--- config.mk ---
export PLATFORM = sky130hd
export DESIGN_NAME = reg_file_scoreboard_flat
export DESIGN_NICKNAME = d
export VERILOG_FILES = /design/src/rtl/reg_file_scoreboard_if.sv /design/src/rtl/reg_file_scoreboard.sv /design/src/flat_wrapper.sv
export SDC_FILE = /design/constraint.sdc
export NUM_CORES = 1
export LEC_CHECK = 0
export ABC_AREA = 1
export CORE_MARGIN = 4
export CORE_UTILIZATION = 55
export CTS_BUF_LIST = sky130_fd_sc_hd__clkbuf_4
export DETAILED_ROUTE_END_ITERATION = 7
export PLACE_DENSITY = 0.87
export SLEW_MARGIN = 20
export SYNTH_ARGS = -nofsm -noshare
export SYNTH_HDL_FRONTEND = slang
export SYNTH_SLANG_ARGS = --single-unit
--- constraint.sdc ---
create_clock -name clk -period 1.8 [get_ports clk]
set_clock_uncertainty 0.1 [all_clocks]
set_input_delay 0.36 -clock clk [delete_from_list [all_inputs] [get_ports clk]]
set_output_delay 0.36 -clock clk [all_outputs]
set_load 0.05 [all_outputs]
--- src/rtl/reg_file_scoreboard_if.sv ---
`default_nettype none
// ============================================================================
// Module   : reg_file_scoreboard_if
// Brief    : Decode/writeback-facing bundle of the register file scoreboard.
// Revision : 1.0 - initial release
// ============================================================================
interface reg_file_scoreboard_if;
  logic [2:0]  rd_addr_a;
  logic [2:0]  rd_addr_b;
  logic [15:0] rd_data_a;
  logic [15:0] rd_data_b;
  logic        rd_locked_a;
  logic        rd_locked_b;
  logic        lock_reg;
  logic [2:0]  lock_reg_addr;
  logic        lock_full;
  logic        unlock_reg;
  logic [2:0]  unlock_reg_addr;
  logic        write_reg_ctrl;
  logic [2:0]  write_reg_addr;
  logic [15:0] write_reg_data;
  logic        wrsp;
  logic        wrih;
  logic        wrra;
  logic [15:0] sp_reg_data;
  logic        clear_flow;
  logic [15:0] sp;
  logic [15:0] ih;
  logic [15:0] ra;
  logic        lock_err;

  modport master (
    output rd_addr_a, rd_addr_b, lock_reg, lock_reg_addr, unlock_reg,
           unlock_reg_addr, write_reg_ctrl, write_reg_addr, write_reg_data,
           wrsp, wrih, wrra, sp_reg_data, clear_flow,
    input  rd_data_a, rd_data_b, rd_locked_a, rd_locked_b, lock_full,
           sp, ih, ra, lock_err
  );

  modport slave (
    input  rd_addr_a, rd_addr_b, lock_reg, lock_reg_addr, unlock_reg,
           unlock_reg_addr, write_reg_ctrl, write_reg_addr, write_reg_data,
           wrsp, wrih, wrra, sp_reg_data, clear_flow,
    output rd_data_a, rd_data_b, rd_locked_a, rd_locked_b, lock_full,
           sp, ih, ra, lock_err
  );
endinterface
`default_nettype wire

--- src/rtl/reg_file_scoreboard.sv ---
`default_nettype none
// ============================================================================
// Module   : reg_file_scoreboard
// Brief    : R0..R7 + SP/IH/RA register file with per-register pending-write
//            counters; optional same-cycle write bypass via REG_BYPASS_EN.
// Revision : 1.0 - initial release
// ============================================================================
module reg_file_scoreboard #(
  parameter logic [15:0] SP_RESET = 16'hBF00,
  parameter int unsigned CNT_W    = 2
) (
  input wire logic             clk,
  input wire logic             rst,
  reg_file_scoreboard_if.slave bus
);

  localparam logic [CNT_W-1:0] C_CNT_MAX = '1;
  localparam logic [CNT_W-1:0] C_CNT_ONE = CNT_W'(1);

  logic [15:0]      r_regs [8];
  logic [CNT_W-1:0] r_cnt  [8];
  logic [15:0]      r_sp;
  logic [15:0]      r_ih;
  logic [15:0]      r_ra;
  logic             r_lock_err;

  logic [7:0]       w_inc;
  logic [7:0]       w_dec;
  logic [CNT_W-1:0] w_cnt_a;
  logic [CNT_W-1:0] w_cnt_b;
  logic [CNT_W-1:0] w_cnt_lock;

  for (genvar gi = 0; gi < 8; gi++) begin : g_dec
    assign w_inc[gi] = bus.lock_reg   && (bus.lock_reg_addr   == 3'(gi));
    assign w_dec[gi] = bus.unlock_reg && (bus.unlock_reg_addr == 3'(gi));
  end

  always_ff @(posedge clk or negedge rst) begin
    if (!rst) begin
      for (int i = 0; i < 8; i++) begin
        r_regs[i] <= '0;
        r_cnt[i]  <= '0;
      end
      r_sp       <= SP_RESET;
      r_ih       <= '0;
      r_ra       <= '0;
      r_lock_err <= 1'b0;
    end else begin
      if (bus.write_reg_ctrl) r_regs[bus.write_reg_addr] <= bus.write_reg_data;
      if (bus.wrsp) r_sp <= bus.sp_reg_data;
      if (bus.wrih) r_ih <= bus.sp_reg_data;
      if (bus.wrra) r_ra <= bus.sp_reg_data;
      // A flush wipes every lock and masks same-cycle lock/unlock requests.
      for (int i = 0; i < 8; i++) begin
        if (bus.clear_flow) begin
          r_cnt[i] <= '0;
        end else if (w_inc[i] && !w_dec[i]) begin
          if (r_cnt[i] != C_CNT_MAX) r_cnt[i] <= r_cnt[i] + C_CNT_ONE;
        end else if (w_dec[i] && !w_inc[i]) begin
          if (r_cnt[i] == '0) r_lock_err <= 1'b1;
          else                r_cnt[i]   <= r_cnt[i] - C_CNT_ONE;
        end
      end
    end
  end

  assign w_cnt_a    = r_cnt[bus.rd_addr_a];
  assign w_cnt_b    = r_cnt[bus.rd_addr_b];
  assign w_cnt_lock = r_cnt[bus.lock_reg_addr];

  // A retiring last write releases the operand in the same cycle.
  assign bus.rd_locked_a = (w_cnt_a != '0) &&
                           !(w_dec[bus.rd_addr_a] && (w_cnt_a == C_CNT_ONE));
  assign bus.rd_locked_b = (w_cnt_b != '0) &&
                           !(w_dec[bus.rd_addr_b] && (w_cnt_b == C_CNT_ONE));
  assign bus.lock_full   = bus.lock_reg && (w_cnt_lock == C_CNT_MAX) &&
                           !w_dec[bus.lock_reg_addr];
  assign bus.lock_err    = r_lock_err;

`ifdef REG_BYPASS_EN
  assign bus.rd_data_a = (bus.write_reg_ctrl && (bus.write_reg_addr == bus.rd_addr_a))
                         ? bus.write_reg_data : r_regs[bus.rd_addr_a];
  assign bus.rd_data_b = (bus.write_reg_ctrl && (bus.write_reg_addr == bus.rd_addr_b))
                         ? bus.write_reg_data : r_regs[bus.rd_addr_b];
  assign bus.sp        = bus.wrsp ? bus.sp_reg_data : r_sp;
  assign bus.ih        = bus.wrih ? bus.sp_reg_data : r_ih;
  assign bus.ra        = bus.wrra ? bus.sp_reg_data : r_ra;
`else
  assign bus.rd_data_a = r_regs[bus.rd_addr_a];
  assign bus.rd_data_b = r_regs[bus.rd_addr_b];
  assign bus.sp        = r_sp;
  assign bus.ih        = r_ih;
  assign bus.ra        = r_ra;
`endif

endmodule
`default_nettype wire

--- src/flat_wrapper.sv ---
// flat-port wrapper written by rule: the top's interface ports become plain ports
module reg_file_scoreboard_flat 
#(
  parameter logic [15:0] SP_RESET = 16'hBF00,
  parameter int unsigned CNT_W    = 2
)
  (clk, rst, bus_rd_addr_a, bus_rd_addr_b, bus_lock_reg, bus_lock_reg_addr, bus_unlock_reg, bus_unlock_reg_addr, bus_write_reg_ctrl, bus_write_reg_addr, bus_write_reg_data, bus_wrsp, bus_wrih, bus_wrra, bus_sp_reg_data, bus_clear_flow, bus_rd_data_a, bus_rd_data_b, bus_rd_locked_a, bus_rd_locked_b, bus_lock_full, bus_sp, bus_ih, bus_ra, bus_lock_err);
  reg_file_scoreboard_if bus_i ();
  input wire logic clk;
  input wire logic rst;
  input wire logic [$bits(bus_i.rd_addr_a)-1:0] bus_rd_addr_a;
  input wire logic [$bits(bus_i.rd_addr_b)-1:0] bus_rd_addr_b;
  input wire logic [$bits(bus_i.lock_reg)-1:0] bus_lock_reg;
  input wire logic [$bits(bus_i.lock_reg_addr)-1:0] bus_lock_reg_addr;
  input wire logic [$bits(bus_i.unlock_reg)-1:0] bus_unlock_reg;
  input wire logic [$bits(bus_i.unlock_reg_addr)-1:0] bus_unlock_reg_addr;
  input wire logic [$bits(bus_i.write_reg_ctrl)-1:0] bus_write_reg_ctrl;
  input wire logic [$bits(bus_i.write_reg_addr)-1:0] bus_write_reg_addr;
  input wire logic [$bits(bus_i.write_reg_data)-1:0] bus_write_reg_data;
  input wire logic [$bits(bus_i.wrsp)-1:0] bus_wrsp;
  input wire logic [$bits(bus_i.wrih)-1:0] bus_wrih;
  input wire logic [$bits(bus_i.wrra)-1:0] bus_wrra;
  input wire logic [$bits(bus_i.sp_reg_data)-1:0] bus_sp_reg_data;
  input wire logic [$bits(bus_i.clear_flow)-1:0] bus_clear_flow;
  output wire logic [$bits(bus_i.rd_data_a)-1:0] bus_rd_data_a;
  output wire logic [$bits(bus_i.rd_data_b)-1:0] bus_rd_data_b;
  output wire logic [$bits(bus_i.rd_locked_a)-1:0] bus_rd_locked_a;
  output wire logic [$bits(bus_i.rd_locked_b)-1:0] bus_rd_locked_b;
  output wire logic [$bits(bus_i.lock_full)-1:0] bus_lock_full;
  output wire logic [$bits(bus_i.sp)-1:0] bus_sp;
  output wire logic [$bits(bus_i.ih)-1:0] bus_ih;
  output wire logic [$bits(bus_i.ra)-1:0] bus_ra;
  output wire logic [$bits(bus_i.lock_err)-1:0] bus_lock_err;
  assign bus_i.rd_addr_a = bus_rd_addr_a;
  assign bus_i.rd_addr_b = bus_rd_addr_b;
  assign bus_i.lock_reg = bus_lock_reg;
  assign bus_i.lock_reg_addr = bus_lock_reg_addr;
  assign bus_i.unlock_reg = bus_unlock_reg;
  assign bus_i.unlock_reg_addr = bus_unlock_reg_addr;
  assign bus_i.write_reg_ctrl = bus_write_reg_ctrl;
  assign bus_i.write_reg_addr = bus_write_reg_addr;
  assign bus_i.write_reg_data = bus_write_reg_data;
  assign bus_i.wrsp = bus_wrsp;
  assign bus_i.wrih = bus_wrih;
  assign bus_i.wrra = bus_wrra;
  assign bus_i.sp_reg_data = bus_sp_reg_data;
  assign bus_i.clear_flow = bus_clear_flow;
  assign bus_rd_data_a = bus_i.rd_data_a;
  assign bus_rd_data_b = bus_i.rd_data_b;
  assign bus_rd_locked_a = bus_i.rd_locked_a;
  assign bus_rd_locked_b = bus_i.rd_locked_b;
  assign bus_lock_full = bus_i.lock_full;
  assign bus_sp = bus_i.sp;
  assign bus_ih = bus_i.ih;
  assign bus_ra = bus_i.ra;
  assign bus_lock_err = bus_i.lock_err;
  reg_file_scoreboard #(.SP_RESET(SP_RESET), .CNT_W(CNT_W)) u_core (.clk(clk), .rst(rst), .bus(bus_i));
endmodule
# Word-level counts from Yosys, hierarchy flattened
# Cells that the tools add are included.
dict set report totals {
  output_inout_bits 84
  input_bits 56
  regBits 193
}
dict set report op_classes {
  n_mux 96
  n_lt_le_gt_ge 8
  bitwise_logic 4
  n_reduce_logical 86
  n_addsub 16
  n_eq_ne 41
}
# op count
set ops {}
lappend ops {{128-bit bitwise mux} 1}
lappend ops {{16-bit binary-select mux with 3-bit select} 2}
lappend ops {{2-bit 2-to-1 mux} 46}
lappend ops {{16-bit 2-to-1 mux} 5}
lappend ops {{16-bit demux with 3-bit select} 1}
lappend ops {{1-bit logical AND} 39}
lappend ops {{1-bit 2-to-1 mux} 35}
lappend ops {{3-bit equality test (second input constant)} 8}
lappend ops {{3-bit by 2-bit != test with 1-bit output (second input constant)} 8}
lappend ops {{3-bit != test (second input constant)} 8}
lappend ops {{3-bit AND reduction} 8}
lappend ops {{3-bit nonzero test} 8}
lappend ops {{1-bit zero test} 19}
lappend ops {{2-bit binary-select mux with 3-bit select} 3}
lappend ops {{2-bit by 1-bit adder with 2-bit output (second input constant)} 8}
lappend ops {{4-bit >= comparator (second input constant)} 4}
lappend ops {{2-bit zero test} 8}
lappend ops {{2-bit != test (second input constant)} 8}
lappend ops {{3-bit inverter with 4-bit output} 4}
lappend ops {{2-bit by 1-bit subtractor with 2-bit output (second input constant)} 8}
lappend ops {{3-bit by 2-bit equality test with 1-bit output (second input constant)} 4}
lappend ops {{3-bit by 4-bit less-than comparator with 1-bit output (second input constant)} 3}
lappend ops {{1-bit binary-select mux with 3-bit select} 3}
lappend ops {{3-bit by 1-bit equality test with 1-bit output (second input constant)} 2}
lappend ops {{other kinds (5)} 8}

# Longest topological paths before layout
# Gate-level depths: netlist of the first run.
dict set report logic_depth {
  ltp_word 35
  depth_mapped 10
  ltp_nobuf 10
}

# Worst setup path after synthesis of the first run
# Ideal clock, no wire load.
dict set report synth_timing {
  path_kind {input port to output port}
  from {input bus_lock_reg_addr[0]}
  to {output bus_lock_full}
  path_slack_ns -0.406
  path_stages 9
  t_arrival_ns 1.746
  cell_sequence {buf_4 -> buf_2 -> o21ai_0 -> nand2_1 -> nand2_1 -> nand2_1 -> nand2_1 -> nand3_1 -> nor2_1}
}
dict set report synth_between {
  elab_chain_cells 7
}
# element line_no
set synth_lines {}
lappend synth_lines {{start, declared} flat_wrapper.sv:14} ;# input wire logic [$bits(bus_i.lock_reg_addr)-1:0] bus_lock_reg_addr;
lappend synth_lines {{3-bit inverter with 4-bit output (implied by the code)} reg_file_scoreboard.sv:69} ;# assign w_cnt_lock = r_cnt[bus.lock_reg_addr];
lappend synth_lines {{2-bit binary-select mux with 3-bit select} reg_file_scoreboard.sv:69}
lappend synth_lines {{2-bit 2-to-1 mux (implied by the code) (2 in a row)} reg_file_scoreboard.sv:69}
lappend synth_lines {{2-bit equality test} reg_file_scoreboard.sv:76} ;# assign bus.lock_full = bus.lock_reg && (w_cnt_lock == C_CNT_MAX) &&
lappend synth_lines {{1-bit logical AND} reg_file_scoreboard.sv:76}
lappend synth_lines {{1-bit logical AND *} reg_file_scoreboard.sv:76}
lappend synth_lines {{end, declared} flat_wrapper.sv:29} ;# output wire logic [$bits(bus_i.lock_full)-1:0] bus_lock_full;
# Every way passes the cells marked *; elsewhere a longest branch is shown, timed or not. The select of a mux whose other input is x is not followed.

# Worst setup path after layout of the first run
dict set report layout_timing {
  from {register u_core.r_cnt[11] (netlist name)}
  to {output bus_rd_locked_a}
}
dict set report layout_between {
  elab_chain_cells 7
}
# element line_no
set layout_lines {}
lappend layout_lines {{start, declared} reg_file_scoreboard.sv:21} ;# logic [CNT_W-1:0] r_cnt [8];
lappend layout_lines {{start signal, assigned by index} reg_file_scoreboard.sv:61} ;# else r_cnt[i] <= r_cnt[i] - C_CNT_ONE;
lappend layout_lines {{2-bit binary-select mux with 3-bit select *} reg_file_scoreboard.sv:67} ;# assign w_cnt_a = r_cnt[bus.rd_addr_a];
lappend layout_lines {{2-bit 2-to-1 mux (implied by the code) * (2 in a row)} reg_file_scoreboard.sv:67}
lappend layout_lines {{2-bit by 1-bit equality test with 1-bit output} reg_file_scoreboard.sv:73} ;# !(w_dec[bus.rd_addr_a] && (w_cnt_a == C_CNT_ONE));
lappend layout_lines {{1-bit logical AND} reg_file_scoreboard.sv:73}
lappend layout_lines {{1-bit zero test} reg_file_scoreboard.sv:73}
lappend layout_lines {{1-bit logical AND *} reg_file_scoreboard.sv:72} ;# assign bus.rd_locked_a = (w_cnt_a != '0) &&
lappend layout_lines {{end, declared} flat_wrapper.sv:27} ;# output wire logic [$bits(bus_i.rd_locked_a)-1:0] bus_rd_locked_a;
# Marks and branches as above.

==> reports/summary.md, run 1 <==
The detailed router finished its first iteration with 1122 violations. Of all cell types, the one taking the most synthesized area is sky130_fd_sc_hd__dfrtp_1. The number of global-route vias before repair was 10500; the maximum buffer depth of the clock tree was 2. After synthesis the cells add up to 10700 um2. The data required time of the critical path came out at 1340 ps.

The logs give 1900 ps for the data arrival time at the worst-slack endpoint and 4 for the total number of H-tree levels. Average via count per standard cell: 5.73. Summing the sequential cell areas from Yosys gives 45.1% of the chip area. The worst-margin pin slew was 357 ps.

The worst setup path is captured at an output port. For this configuration, the core starts out at a cell density of 56.6%. For the remaining antenna violation count, the log shows 0.

The final reports fail on setup timing. Dominant register cell in the synthesized netlist: sky130_fd_sc_hd__dfrtp_1. Measured against its own limit, the worst slew margin works out to 76.2%. 140 I/O pins were placed. Routed wire length per instance: 17.0 um. Setup repair after global routing could not meet its margin everywhere. The tools report the DRC violation count after routing as 0. The synthesized design devotes to its leading area cell type 43.3% of total area. The sequential share of power came out at 43.1%.

The share of total power dissipated in combinational logic is 39.3%. At the later pin of the worst-skew pair, clock insertion delay measures 580 ps. The tools report the standby leakage power as 6.64 nW. The number of enable-type register cells in the synthesized netlist works out to 0.

In this run the worst hold path is classified as in -> async. The final weighted congestion of routability-driven global placement was 0.910; the final non-filler cell total was 1918. The final worst-path setup slack was -565 ps.

The floorplan step defined a die boundary enclosing 21800 um2. For the number of warnings reported in the yosys synthesis log, the log shows 0. After the last flow step, the layout net total stands at 1700.

Measured in cells, the most critical reg-to-reg path has a length of 7. In the post-synthesis netlist, the biggest area contributors are sky130_fd_sc_hd__dfrtp_1 43%, sky130_fd_sc_hd__o21ai_0 14%, sky130_fd_sc_hd__nand2_1 14%. In this run the critical register-to-register path is captured at u_core.r_cnt[14]. The final max-slew violation count is 0.

The fraction of registers with async set/reset works out to 100%. For the clock sink total, the log shows 193. TritonCTS built the clock tree.

The final global-route overflow total is 0, and the portion of the clock cycle consumed by the worst path in the final layout is 131%. Prior to clock tree synthesis, the placed netlist has a worst setup slack of -623 ps. Number of buffers created by CTS: 17. Detailed-routing iteration count for the pre-antenna-repair pass: 6. The port buffer count is 139, and the core area is 19000 um2.

The tools report the number of setup violations in the final report as 35. The fill cell instance count of the final layout was 1408; the synthesized netlist cell count was 1451. Entering global routing, the biggest net connects 58 pins.

Most instantiated library cell after synthesis: sky130_fd_sc_hd__nand2_1. The clock root buffer is sky130_fd_sc_hd__clkbuf_4. The power density over cell area came out at 972 nW/um2.

After synthesis, the most frequently instantiated cells are 403 x sky130_fd_sc_hd__nand2_1, 308 x sky130_fd_sc_hd__o21ai_0, 186 x sky130_fd_sc_hd__dfrtp_1. The number of nets handed over by synthesis was 1507. Number of rows created at floorplan: 50.

The worst path in the final design needs a cycle of 2360 ps, including I/O delays and setup. The HPWL after detailed placement is 21500 um. The final number of hold-violating endpoints was 0; the clock share of power was 17.6%. The first global-routing pass estimated 52100 um of wire. The tool flagged a number of max-cap violations equal to 0. The routed layout has 11000 vias. Net switching is 40.9% of the power. Wire length after detailed routing: 32600 um. The net switching power came out at 5.65 mW.

The die is 148 um wide. In this run the vertical extent of the chip is 148 um. Combined global-route utilization of all metal layers: 29.2%. The number of antenna violations at the first check in global routing is 1, and the cell total after placement is 1854.

Averaged over all synthesized cells, the footprint is 7.40 um2. The tools report the reg2reg setup slack as 130 ps. The setup path with the least slack is of type reg -> out.

The worst setup path is launched from a flop. Timing would allow up to 0.423 GHz. After synthesis the netlist holds a flip-flop and latch count of 193. Synthesis instantiated 28 different standard cells from the library.

In the final layout, the share of cells above drive strength 1 is 27.6%. In this run the worst path has a maximum fanout of 4. Clock-pin slew was measured on the worst setup and hold paths at 170 ps. Internal power of the cells: 8.15 mW. The flow ran to the end, but the final reports show violations. The worst register-to-register path begins at u_core.r_cnt[15].

Across the VDD grid, the largest voltage drop is 717 uV. The area growth from synthesis to layout was 32.1%.
[per-layer routing]
| metal | vias up | global-route usage (%) | routed length (um) |
|---|---|---|---|
| met1 | 5134 | 39.3 | 13000 |
| met2 | 622 | 48.9 | 15900 |
| met3 | 75 | 4.78 | 2950 |
| met5 | - | 0 | 0 |
| met4 | 0 | 8.85 | 778 |
| li1 | 5159 | - | - |
[through the flow]
step | setup TNS, ps | hold slack (ps) | instance area, um2 | util, % | total power, mW
after global routing | -14880 | 113 | 14200 | 74.8 | 14.6
after detailed placement | -15220 | 184 | 13200 | 69.6 | 10.6
after floorplan | -86.4 | -35.6 | 11000 | - | 8.93
after global placement | -13910 | 182 | 13200 | 69.6 | 10.5
after CTS | -11370 | 85.7 | 13900 | 73.4 | 13.5
final | -11100 | 111 | 14200 | 74.8 | 13.8
[worst max-delay path: stages (launching register included)]
cell and delay, ps:
sky130_fd_sc_hd__dfrtp_1 440, sky130_fd_sc_hd__inv_2 120, sky130_fd_sc_hd__nor2_1 50, sky130_fd_sc_hd__nor2_1 140, sky130_fd_sc_hd__nand3_1 100, sky130_fd_sc_hd__nand2_2 90
sky130_fd_sc_hd__nand2_2 50, sky130_fd_sc_hd__nand2_2 90, sky130_fd_sc_hd__clkinvlp_4 90, sky130_fd_sc_hd__buf_8 150
[how the worst max path moves through the flow]
stage / startpoint / to / slack, ps / depth (start not counted)
6_report: u_core.r_cnt[11] / bus_rd_locked_a / -560 / 9
2_1_floorplan: bus_lock_reg_addr[0] / bus_lock_full / -80 / 9
3_5_place_dp: bus_unlock_reg_addr[1] / bus_rd_locked_b / -620 / 11
3_3_place_gp: bus_unlock_reg_addr[0] / bus_rd_locked_a / -590 / 11
4_1_cts: u_core.r_cnt[9] / bus_rd_locked_a / -580 / 9
5_1_grt: u_core.r_cnt[1] / bus_rd_locked_a / -680 / 7
[cell usage in the layout (no fill, tap or decap), types with 25 or more instances in the layout]
cell                              count
sky130_fd_sc_hd__nand3_1             37
sky130_fd_sc_hd__buf_12              35
sky130_fd_sc_hd__nand2_1            366
sky130_fd_sc_hd__nor2_1             123
sky130_fd_sc_hd__dfrtp_1            182
sky130_fd_sc_hd__inv_1               49
sky130_fd_sc_hd__a21oi_1             50
sky130_fd_sc_hd__inv_2               33
sky130_fd_sc_hd__clkdlybuf4s50_1     49
sky130_fd_sc_hd__o21ai_1            133
sky130_fd_sc_hd__mux2_2              48
sky130_fd_sc_hd__buf_8               34
sky130_fd_sc_hd__a21oi_2             48
sky130_fd_sc_hd__buf_4              139
sky130_fd_sc_hd__nand2_4             25
sky130_fd_sc_hd__o21ai_0            197
[kinds of logic after synthesis]
kind of cell,share of synthesized area (%)
AO/OA/AOI/OAI,20.3
buffers and inverters,6.69
multiplexers,5.03
AND/OR/NAND/NOR,22.9
flip-flops,45.1
[sequential cells by signal (all words and copies together) (netlist names)]
name                 flops
u_core.bus.lock_err      1
u_core.bus.ra           16
u_core.r_cnt            16
u_core.r_regs          128
u_core.bus.ih           16
u_core.bus.sp           16
[power by group through the flow]
stage | Sequential [mW] | Clock, mW | Combinational [mW]
floorplan | 6.11 | 0 | 2.81
global placement | 5.91 | 0 | 4.54
detailed placement | 5.95 | 0 | 4.70
CTS | 5.89 | 2.45 | 5.13
global route | 6.03 | 2.62 | 5.93
finish | 5.95 | 2.42 | 5.42
[layout make-up]
type                            instances  area [um2]  share of cell area [%]
Multi-Input combinational cell       1080        5580                    39.3
Sequential cell                       193        4840                    34.1
Timing Repair Buffer                  264        2800                    19.7
Inverter                               88         343                    2.42
Tap cell                              260         325                    2.29
Clock inverter                         15         168                    1.18
Clock buffer                           17         128                   0.900
Antenna cell                            1        2.50                  0.0176
[what timing repair did]
| action | CTS | global route |
|---|---|---|
| hold endpoints to repair | 186 | 0 |
| resized for setup | 184 | 86 |
| buffers inserted | 13 | 17 |
| setup endpoints to repair | 40 | 42 |
| pin swaps | 75 | 62 |
| hold buffers | 1 | 0 |
Power figures use the tool's default switching activity.
==> inputs of run 2 (changes only) <==
--- a/config.mk
+++ b/config.mk
@@ -13,3 +13,3 @@
 export PLACE_DENSITY = 0.87
-export SLEW_MARGIN = 20
+export RECOVER_POWER = 100
 export SYNTH_ARGS = -nofsm -noshare
--- a/constraint.sdc
+++ b/constraint.sdc
@@ -4,2 +4,2 @@
 set_output_delay 0.36 -clock clk [all_outputs]
-set_load 0.05 [all_outputs]
+set_load 0.01 [all_outputs]
==> run 2 against run 1 <==
  * The run still ends with setup timing left
  * Utilization is 3.2 points lower
  * Hold slack improved by 130 ps
  * Sequential share of layout area rose by 1.5 points
  * Wire length decreased by 2.1%
  * Non-clock buffer count rose by 19
  * Critical path type unchanged
  * Largest cell class unchanged
==> reports/summary.md, run 2 (same netlist as run 1, synthesis figures left out) <==
The tools report the final worst-path setup slack as -516 ps (+48.5 ps). For the data required time of the critical path, the log shows 1340 ps (about the same). The nature of the critical path endpoint is an output port.

The count of pins on the block boundary came out at 140 (unchanged). Type of the most critical hold path: in -> async. The average via count per standard cell came out at 5.64 (-1.6%). The horizontal extent of the die is 148 um (unchanged), and the count of cells along the worst register-to-register path is 8 (+1). The tools report the via count as 10900 (-0.66%).

The clock sink total came out at 193 (unchanged). The logs give 553 uV (-23%) for the worst IR drop on VDD and 10600 (+1.1%) for the number of global-route vias before repair. For the DRC violation total after the first TritonRoute iteration, the log shows 1065 (-5.1%). The run gives 0 (unchanged) as the remaining antenna violation count. The shortest clock period the worst path allows after layout is 2320 ps (-48.5 ps), and the setup slack at placement is -877 ps (-255 ps). Share of layout cells above drive strength 1: 26.6% (-1.0 points).

TritonCTS built the clock tree. The power density over cell area was 951 nW/um2 (-2.2%). The flow ran to the end, but the final reports show violations.

The final max-slew violation count was 0 (unchanged). The run gives 17 (unchanged) as the number of buffers created by CTS. The detailed-routing iteration count for the pre-antenna-repair pass was 7 (+1); the end-of-flow core utilization was 71.6% (-3.2 points).

The routed wire length per instance is 16.5 um (-3.0%), and the port buffer count is 139 (unchanged). Final global-route overflow total: 0 (unchanged). Leaving out fill and tap cells, the most frequent cells in the layout are 392 x sky130_fd_sc_hd__nand2_1, 192 x sky130_fd_sc_hd__o21ai_0, 183 x sky130_fd_sc_hd__dfrtp_1. The DRC violation count after routing was 0 (unchanged); the first-pass GRT wire length was 51900 um (-0.44%). The logs give 21300 um (-1.2%) for the HPWL after detailed placement and 1860 ps (-40 ps) for the data arrival time at the worst-slack endpoint.

The worst setup path startpoint is u_core.r_cnt[1]. The clock network latency to the later pin of the worst-skew pair came out at 630 ps (+50 ps). The tools report the standby leakage power as 6.53 nW (-1.6%). The checks that failed: setup timing. The number of setup violations in the final report was 36 (+2.9%); the register clock-pin slew on the reported worst setup and hold paths was 190 ps (+20 ps). The initial standard-cell utilization of the core came out at 56.6% (unchanged). The cell sitting at the root of the clock tree is a sky130_fd_sc_hd__clkbuf_4.

The worst setup path is launched from a flop. Relative to the synthesized area, the layout overhead comes to 26.4%. The final non-filler cell total is 1937 (+0.99%), and the fill cell instance count of the final layout is 1444 (+2.6%). The area of the die is 21800 um2 (unchanged), and the total power of the final layout is 12.9 mW (-6.4%).

The run gives 0.919 (+1.0%) as the final weighted congestion of routability-driven global placement. The number of max-cap violations was 0 (unchanged). The number of nets in the layout was 1719 (+1.1%).

Worst-margin pin slew: 1000 ps (+648 ps). Leaving out fill and tap cells, the most frequent cell in the layout is sky130_fd_sc_hd__nand2_1. Setup repair after global routing could not meet its margin everywhere. The largest driver fanout on the critical path was 3 (-1); the reg2reg setup slack was 100 ps (-30 ps). The cell total after placement is 1867 (+0.70%), and the core area is 19000 um2 (unchanged). The final number of hold-violating endpoints was 0 (unchanged).

The register bank with the most flops is u_core.r_regs. Wire length after detailed routing: 32000 um (-2.1%). The kind of critical path is reg -> out. The number of rows created at floorplan came out at 50 (unchanged).

The tools report the reg-to-reg critical path startpoint as u_core.r_cnt[5]. The worst register-to-register path ends at u_core.r_cnt[5]. The logs give 1 (unchanged) for the number of antenna violations at the first check in global routing and 0.432 GHz (+2.1%) for the maximum achievable frequency.

The chip height is 148 um (unchanged), and the tightest slew margin relative to the limit is 33.0% (-43 points). The maximum number of pins on one net before global-route repair is 61 (+5.2%). The number of flip-flops in the largest register works out to 128 (unchanged). The tools report the combined global-route utilization of all metal layers as 29.0% (-0.22 points). Total number of H-tree levels: 4 (unchanged). The maximum buffer depth of the clock tree is 2 (unchanged), and the portion of the clock cycle consumed by the worst path in the final layout is 129% (-2.7 points).
## run 2: changes by cell type in the layout (fill, tap and decap cells not counted), moves of 6 or more
cell | before | now
sky130_fd_sc_hd__o21ai_1 | 133 | 139
sky130_fd_sc_hd__nand2_2 | 19 | 11
sky130_fd_sc_hd__buf_12 | 35 | 16
sky130_fd_sc_hd__buf_4 | 139 | 108
sky130_fd_sc_hd__dlygate4sd3_1 | 1 | 7
sky130_fd_sc_hd__clkbuf_2 | 0 | 41
sky130_fd_sc_hd__buf_6 | 0 | 20
sky130_fd_sc_hd__clkdlybuf4s50_1 | 49 | 43
sky130_fd_sc_hd__nand2_4 | 25 | 7
sky130_fd_sc_hd__buf_2 | 4 | 38
sky130_fd_sc_hd__buf_8 | 34 | 0
sky130_fd_sc_hd__nand2_1 | 366 | 392
## run 2: metrics by stage
step | cell area (um2) | hold WS [ps] | setup TNS, ps
2_1_floorplan | 10700 | -35.6 | 0
5_1_grt | 13600 | 240 | -17270
3_3_place_gp | 13200 | 190 | -26320
4_1_cts | 13700 | 50.4 | -11680
3_5_place_dp | 13200 | 191 | -27830
6_report | 13600 | 245 | -10240
## run 2: power breakdown
part	switching [mW]	internal, mW	leakage, nW
registers	0.706	5.17	2.35
logic	2.44	2.08	4.01
clock network	1.84	0.691	0.171
## run 2: routing by layer
| metal | track usage, % | wire, um |
|---|---|---|
| met5 | 0 | 0 |
| met4 | 11.6 | 966 |
| met3 | 6.04 | 2680 |
| met2 | 47.5 | 15500 |
| met1 | 37.8 | 12800 |
## run 2: worst max-delay path by stage
stage | end | slack, ps | depth (start not counted)
5_1_grt | bus_lock_full | -620 | 11
3_5_place_dp | bus_rd_locked_a | -880 | 11
6_report | bus_rd_locked_a | -520 | 8
3_3_place_gp | bus_lock_full | -840 | 11
4_1_cts | bus_rd_locked_a | -550 | 8
2_1_floorplan | bus_rd_data_b[10] | 70 | 7
## run 2: repair_timing
item,CTS,global route
gates cloned,0,0
hold buffers,1,0
setup endpoints to repair,84,80
resized for setup,383,155
pin swaps,36,41
setup buffers,24,13
endpoints found under the hold margin,186,0
## run 2: worst max-delay path: stages, from the launching register on
cell and delay (ps):
sky130_fd_sc_hd__dfrtp_1 460, sky130_fd_sc_hd__buf_6 140, sky130_fd_sc_hd__a21oi_2 100, sky130_fd_sc_hd__o21ai_1 70, sky130_fd_sc_hd__a21oi_1 160, sky130_fd_sc_hd__nand2_1 70, sky130_fd_sc_hd__nand2_1 90, sky130_fd_sc_hd__inv_1 50
sky130_fd_sc_hd__buf_2 130
## run 2: area by class of cell
type                            count  area [um2]  area share [%]
Multi-Input combinational cell   1080        5410            39.9
Tap cell                          260         325            2.40
Inverter                           88         335            2.47
Clock inverter                     15         198            1.46
Sequential cell                   193        4840            35.7
Antenna cell                        1        2.50          0.0184
Timing Repair Buffer              283        2330            17.2
Clock buffer                       17         128           0.940
